`src/rtl/scrypt_nonce_sequencer.sv`:
```
// Feeds header+nonce words to the scrypt core over a nonce range and reports the first match or exhaustion.
// Optional watchdog on the core wait is built when SCRYPT_SEQ_WATCHDOG_EN is defined.
module scrypt_nonce_sequencer #(
  parameter int ISSUE_GAP = 1,
  parameter int WD_CYCLES = 2097152
) (
  input  logic         clk,
  input  logic         n_rst,
  input  logic         wr_en,
  input  logic [31:0]  wr_data,
  input  logic         start,
  input  logic         abort,
  input  logic [31:0]  nonce_start,
  input  logic [31:0]  nonce_end,
  output logic [639:0] core_data,
  output logic         core_enable,
  input  logic         core_done,
  input  logic         core_match,
  output logic         busy,
  output logic         hdr_valid,
  output logic         found,
  output logic [31:0]  found_nonce,
  output logic         exhausted,
  output logic         timeout
);

  typedef enum logic [1:0] {IDLE, ISSUE, WAIT, GAP} state_t;

  state_t      state, state_nxt;
  logic [31:0] hdr_word [19];
  logic [4:0]  wr_ptr;
  logic [31:0] nonce, nonce_last;
  logic [3:0]  gap_cnt;
  logic        wr_accept;
  logic        accept_start, set_found, set_exhausted, step_nonce, set_timeout;
  logic        wd_expired;

  if (ISSUE_GAP < 0 || ISSUE_GAP > 15) begin : g_bad_gap
    $error("ISSUE_GAP must be within 0..15");
  end
  if (WD_CYCLES < 1) begin : g_bad_wd
    $error("WD_CYCLES must be at least 1");
  end

  assign busy        = (state != IDLE);
  assign core_enable = (state == ISSUE);
  assign wr_accept   = wr_en && !busy;

  // Word 0 sits in the most significant slot, nonce in the least.
  for (genvar k = 0; k < 19; k++) begin : g_pack
    assign core_data[639-32*k -: 32] = hdr_word[k];
  end
  assign core_data[31:0] = nonce;

  always_ff @(posedge clk or negedge n_rst) begin
    if (!n_rst) begin
      state <= IDLE;
    end else begin
      state <= state_nxt;
    end
  end

  always_comb begin
    state_nxt     = state;
    accept_start  = 1'b0;
    set_found     = 1'b0;
    set_exhausted = 1'b0;
    step_nonce    = 1'b0;
    set_timeout   = 1'b0;
    case (state)
      IDLE: begin
        if (start && hdr_valid) begin
          accept_start = 1'b1;
          state_nxt    = ISSUE;
        end
      end
      ISSUE: state_nxt = abort ? IDLE : WAIT;
      WAIT: begin
        // Abort outranks a same-cycle done so the core result is dropped.
        if (abort) begin
          state_nxt = IDLE;
        end else if (core_done) begin
          if (core_match) begin
            set_found = 1'b1;
            state_nxt = IDLE;
          end else if (nonce == nonce_last) begin
            set_exhausted = 1'b1;
            state_nxt     = IDLE;
          end else begin
            step_nonce = 1'b1;
            state_nxt  = (ISSUE_GAP == 0) ? ISSUE : GAP;
          end
        end else if (wd_expired) begin
          set_timeout = 1'b1;
          state_nxt   = IDLE;
        end
      end
      GAP: begin
        if (abort) begin
          state_nxt = IDLE;
        end else if (gap_cnt == 4'(ISSUE_GAP - 1)) begin
          state_nxt = ISSUE;
        end
      end
      default: state_nxt = IDLE;
    endcase
  end

  always_ff @(posedge clk or negedge n_rst) begin
    if (!n_rst) begin
      gap_cnt <= '0;
    end else if (state != GAP) begin
      gap_cnt <= '0;
    end else begin
      gap_cnt <= gap_cnt + 4'd1;
    end
  end

  always_ff @(posedge clk or negedge n_rst) begin
    if (!n_rst) begin
      for (int k = 0; k < 19; k++) hdr_word[k] <= '0;
      wr_ptr    <= '0;
      hdr_valid <= 1'b0;
    end else if (wr_accept) begin
      hdr_word[wr_ptr] <= wr_data;
      if (wr_ptr == 5'd18) begin
        wr_ptr    <= '0;
        hdr_valid <= 1'b1;
      end else begin
        wr_ptr <= wr_ptr + 5'd1;
        if (wr_ptr == 5'd0) hdr_valid <= 1'b0;
      end
    end
  end

  always_ff @(posedge clk or negedge n_rst) begin
    if (!n_rst) begin
      nonce       <= '0;
      nonce_last  <= '0;
      found       <= 1'b0;
      found_nonce <= '0;
      exhausted   <= 1'b0;
    end else begin
      if (accept_start) begin
        nonce       <= nonce_start;
        nonce_last  <= nonce_end;
        found       <= 1'b0;
        found_nonce <= '0;
        exhausted   <= 1'b0;
      end
      if (step_nonce) nonce <= nonce + 32'd1;
      if (set_found) begin
        found       <= 1'b1;
        found_nonce <= nonce;
      end
      if (set_exhausted) exhausted <= 1'b1;
    end
  end

`ifdef SCRYPT_SEQ_WATCHDOG_EN
  localparam int WD_W = $clog2(WD_CYCLES + 1);
  logic [WD_W-1:0] wd_cnt;

  // Held at zero outside WAIT, so every entry into WAIT starts a fresh count.
  always_ff @(posedge clk or negedge n_rst) begin
    if (!n_rst) begin
      wd_cnt <= '0;
    end else if (state != WAIT) begin
      wd_cnt <= '0;
    end else begin
      wd_cnt <= wd_cnt + 1'b1;
    end
  end

  assign wd_expired = (state == WAIT) && (wd_cnt == WD_W'(WD_CYCLES - 1));

  always_ff @(posedge clk or negedge n_rst) begin
    if (!n_rst) begin
      timeout <= 1'b0;
    end else if (accept_start) begin
      timeout <= 1'b0;
    end else if (set_timeout) begin
      timeout <= 1'b1;
    end
  end
`else
  assign wd_expired = 1'b0;
  assign timeout    = 1'b0;
`endif

endmodule

```
`config.mk`:
```
export PLATFORM = sky130hd
export DESIGN_NAME = scrypt_nonce_sequencer
export DESIGN_NICKNAME = d
export VERILOG_FILES = /design/src/rtl/scrypt_nonce_sequencer.sv
export SDC_FILE = /design/constraint.sdc
export NUM_CORES = 1
export LEC_CHECK = 0
export BUFFER_PORTS_ARGS = -buffer_cell sky130_fd_sc_hd__buf_2
export CAP_MARGIN = 20
export CORE_ASPECT_RATIO = 0.75
export CORE_MARGIN = 5
export CORE_UTILIZATION = 28
export CTS_BUF_LIST = sky130_fd_sc_hd__clkbuf_8 sky130_fd_sc_hd__clkbuf_16
export CTS_CLUSTER_SIZE = 20
export DETAILED_ROUTE_END_ITERATION = 8
export HOLD_SLACK_MARGIN = 0.05
export PLACE_DENSITY = 0.56
export SLEW_MARGIN = 20
export SYNTH_ARGS = -nofsm -noshare
export SYNTH_HDL_FRONTEND = slang
export SYNTH_SLANG_ARGS = --single-unit
```
`constraint.sdc`:
```
create_clock -name clk -period 5.1 [get_ports clk]
set_input_delay 0.765 -clock clk [delete_from_list [all_inputs] [get_ports clk]]
set_output_delay 0.765 -clock clk [all_outputs]
set_load 0.05 [all_outputs]
```
==> impl_summary.log <==
INFO  metric synth_compound_area_frac = 0.0209
INFO  metric worst_pin_slew = 1.08 ns
INFO  metric first_pass_iters = 5
INFO  metric number_of_cts_inserted_buffers = 79
INFO  metric design.final.nets = ~2800
INFO  metric hp-class = input port to asynchronous set/reset pin
INFO  metric synth_most_common_cell = dfrtp_1
INFO  metric ioPinCount = 781
INFO  metric synth_mux_area_frac = 0.248
INFO  metric ys_seq_elements = between 700 and 800
INFO  metric route.vias.total = 19200
INFO  metric h-tree-depth = 3
INFO  metric cp_cell_sequence = nor2_1 > and2_1 > nand2_1 > nor2_4 > buf_4 > mux2_2
INFO  metric fp.dieH = 286 um
INFO  metric cts_post_setup_buffers_inserted = 0
INFO  metric critPathMaxStageDelay = between 0.6 and 0.7 ns
INFO  metric max_slew_margin = 0.281
INFO  metric cts_hold_buffers = 0
INFO  metric grt_pass1_wl = around 140000 um
INFO  metric post_synth_xor_area_fraction = 0.0114
INFO  metric cp_buf_inv_count = 1
INFO  metric wirelength = 101000 um
INFO  metric final_min_period_over_clock_period = 0.614
INFO  metric fraction_of_final_layout_cells_with_drive_strength_greater_than_1 = 0.569
INFO  metric synthesis.nets = 2105
INFO  metric antenna_found_initial = 13
INFO  metric top_usage_layer = met2
INFO  metric overflow = 0
INFO  metric crit_path_start_kind = flop
INFO  metric layout.area.seq = 18000 um^2
INFO  metric synth_top_cells_by_count = 718 x dfrtp_1, 611 x mux2_2, 184 x nand2_1, 63 x buf_2, 60 x clkbuf_1
INFO  metric clk_latency = about 0.66 ns
INFO  metric timing.critical_path.required = between 5 and 6 ns
INFO  metric final.setup.tns = 0 ns
INFO  metric setup_repair_after_global_routing_missed_its_margin = false
INFO  metric cts.reportedPaths.clkPinSlew = ~0.060 ns
INFO  metric vias_in_the_first_global_route = around 20000
INFO  metric nFillCells = 9953
INFO  metric wl_per_cell = between 20 and 25 um
INFO  metric tritoncts = done
INFO  metric critical_path_arrival = 3.66 ns
INFO  metric grtUsageMet1 = 0.234
INFO  metric cpLargestDelayFamily = simple AND/OR/NAND/NOR gates
INFO  metric die_w = 378 um
INFO  metric final_antenna_net_count = 0
INFO  metric finalHoldViolCount = 0
INFO  metric drcViolationCount = 0
INFO  metric final.setup_skew = 0.0364 ns
INFO  metric yosys.cell_types.count = 58
INFO  metric finalWeightedCongestion = 0.812
INFO  metric synthAdderAreaFrac = 0.00308
INFO  metric critPathSlowestCell = nor2_1
INFO  metric synth_async_sr_flop_share = 1.00
INFO  metric synthDominantAreaCellType = dfrtp_1
INFO  metric buffer_ports.inserted = 779
INFO  metric grtUsageMet3 = 0.0683
INFO  metric final_max_slew_viol_count = 0
INFO  metric synth-edff-count = 0
INFO  metric yosysSeqAreaShare = 0.632
INFO  metric cap_viol_max_count = 0
INFO  metric die-area = 108000 um^2
INFO  metric start_util = 0.282
INFO  metric path_max_fanout = 17
INFO  metric hold_ws = 0.145 ns
INFO  metric syn_area = 28400 um^2
INFO  metric drt_iter0_drc = about 1100
INFO  metric yosysWarningCount = 0
INFO  metric core_area = 101000 um^2
INFO  metric synthToLayoutAreaGrowth = 27.7%
INFO  metric synth.area.top_cells = dfrtp_1 63%, mux2_2 24%, nand2_1 2.4%
INFO  metric netlist.area_leader.share = 0.632
INFO  metric groute.layer.met2.usage = 0.287
INFO  metric simple_gate_share_of_the_synthesized_area = 0.0552
INFO  metric finalSetupViolations = 0
INFO  metric cts-root-buf = clkbuf_16
INFO  metric grt_util_all_layers = 0.183
INFO  metric run_status = finished, final reports clean
INFO  metric period_needed = roughly 3.1 ns
INFO  metric ctsResizeCount = 0
INFO  metric timing.fmax = 0.319 GHz
INFO  metric place_hpwl = 69300 um
INFO  metric setup_cp_type = flop to flop
INFO  metric grt_max_degree = roughly 130
INFO  metric fp-row-count = 101
INFO  metric synth_flop_cell = dfrtp_1
INFO  metric area_of_the_multi_input_gates = 9720 um^2
INFO  metric vias_per_cell = between 4 and 5
INFO  metric number_of_sinks_handled_by_clock_tree_synthesis = 718
INFO  metric synthesis.instances = 1995
INFO  metric crit_path_end_kind = flop
INFO  metric synth_top_family_by_area = multiplexers
INFO  metric clk_path_buf_depth = 3
INFO  metric avgSynthCellArea = 14.3 um^2
## logic make-up after synthesis
group,count (synthesis)
flops,718
mux,628
other cells,1
xor+xnor,36
compound gates,83
fa+ha+maj,7
simple gates,335
buf+inv,187
## worst register-to-register path: stages, from the launching register on
cell	delay [ns]
dfrtp_1	0.46
nor2_1	0.62
and2_1	0.39
nand2_1	0.14
nor2_4	0.61
buf_4	0.41
mux2_2	0.39
## sequential cells by signal (all words and copies together) (netlist names)
name,cells
nonce_last,32
state,2
nonce,32
hdr_valid,1
core_data,608
found_nonce,32
exhausted,1
wr_ptr,5
found,1
gap_cnt,4
## cell type report
type | count | area share
Tap cell | 1339 | 0.0461
Timing Repair Buffer | 810 | 0.116
Clock inverter | 39 | 0.0116
Multi-Input combinational cell | 1090 | 0.268
Clock buffer | 97 | 0.0613
Inverter | 22 | 0.00227
Antenna cell | 5 | 0.000344
Sequential cell | 718 | 0.495
## path summary, 6_finish.rpt
path                         startpoint             end  slack, ns  depth (start not counted)
max                            state[0]  core_data[218]       1.97                          6
min                               n_rst   core_data[71]       0.14                          1
max reg2reg                    state[0]  core_data[218]       1.97                          6
min reg2reg                       found           found       0.48                          2
max in group asynchronous         n_rst  core_data[375]       3.67                          2
min in group clk           nonce_end[8]   nonce_last[8]       0.29                          3
## per-layer routing
metal  up-vias  routed length, um  share of wire
li1       8374                  -              -
met1     10000              42800           0.42
met4         4               3040          0.030
met2       647              46000           0.46
met3       147               8870          0.088
met5         -                 26        0.00026
## placed cells by master (no fill, tap or decap), drive strengths merged, types with 11 or more instances in the layout
master / count
and3: 16
buf: 810
clkbuf: 97
clkinv: 12
dfrtp: 718
inv: 41
mux2: 613
mux2i: 15
nand2: 184
nand3: 41
nand4: 24
nor2: 26
nor3: 11
o21ai: 25
xnor2: 35
## per-stage QoR
stage                     worst slack [ns]  area [um^2]  instances   util
final                                 1.97        36300       4120  0.360
after global routing                  1.71        36300       4118  0.360
after CTS                             1.91        36300       4115  0.360
after detailed placement              1.85        33700       3979  0.333
after global placement                1.91        33600       3978  0.333
after floorplan                       2.78        28400       1995      -
Power is left out: the tool's default activity adds up to more than one toggle a clock period on the data nets, which glitch-free logic cannot reach.
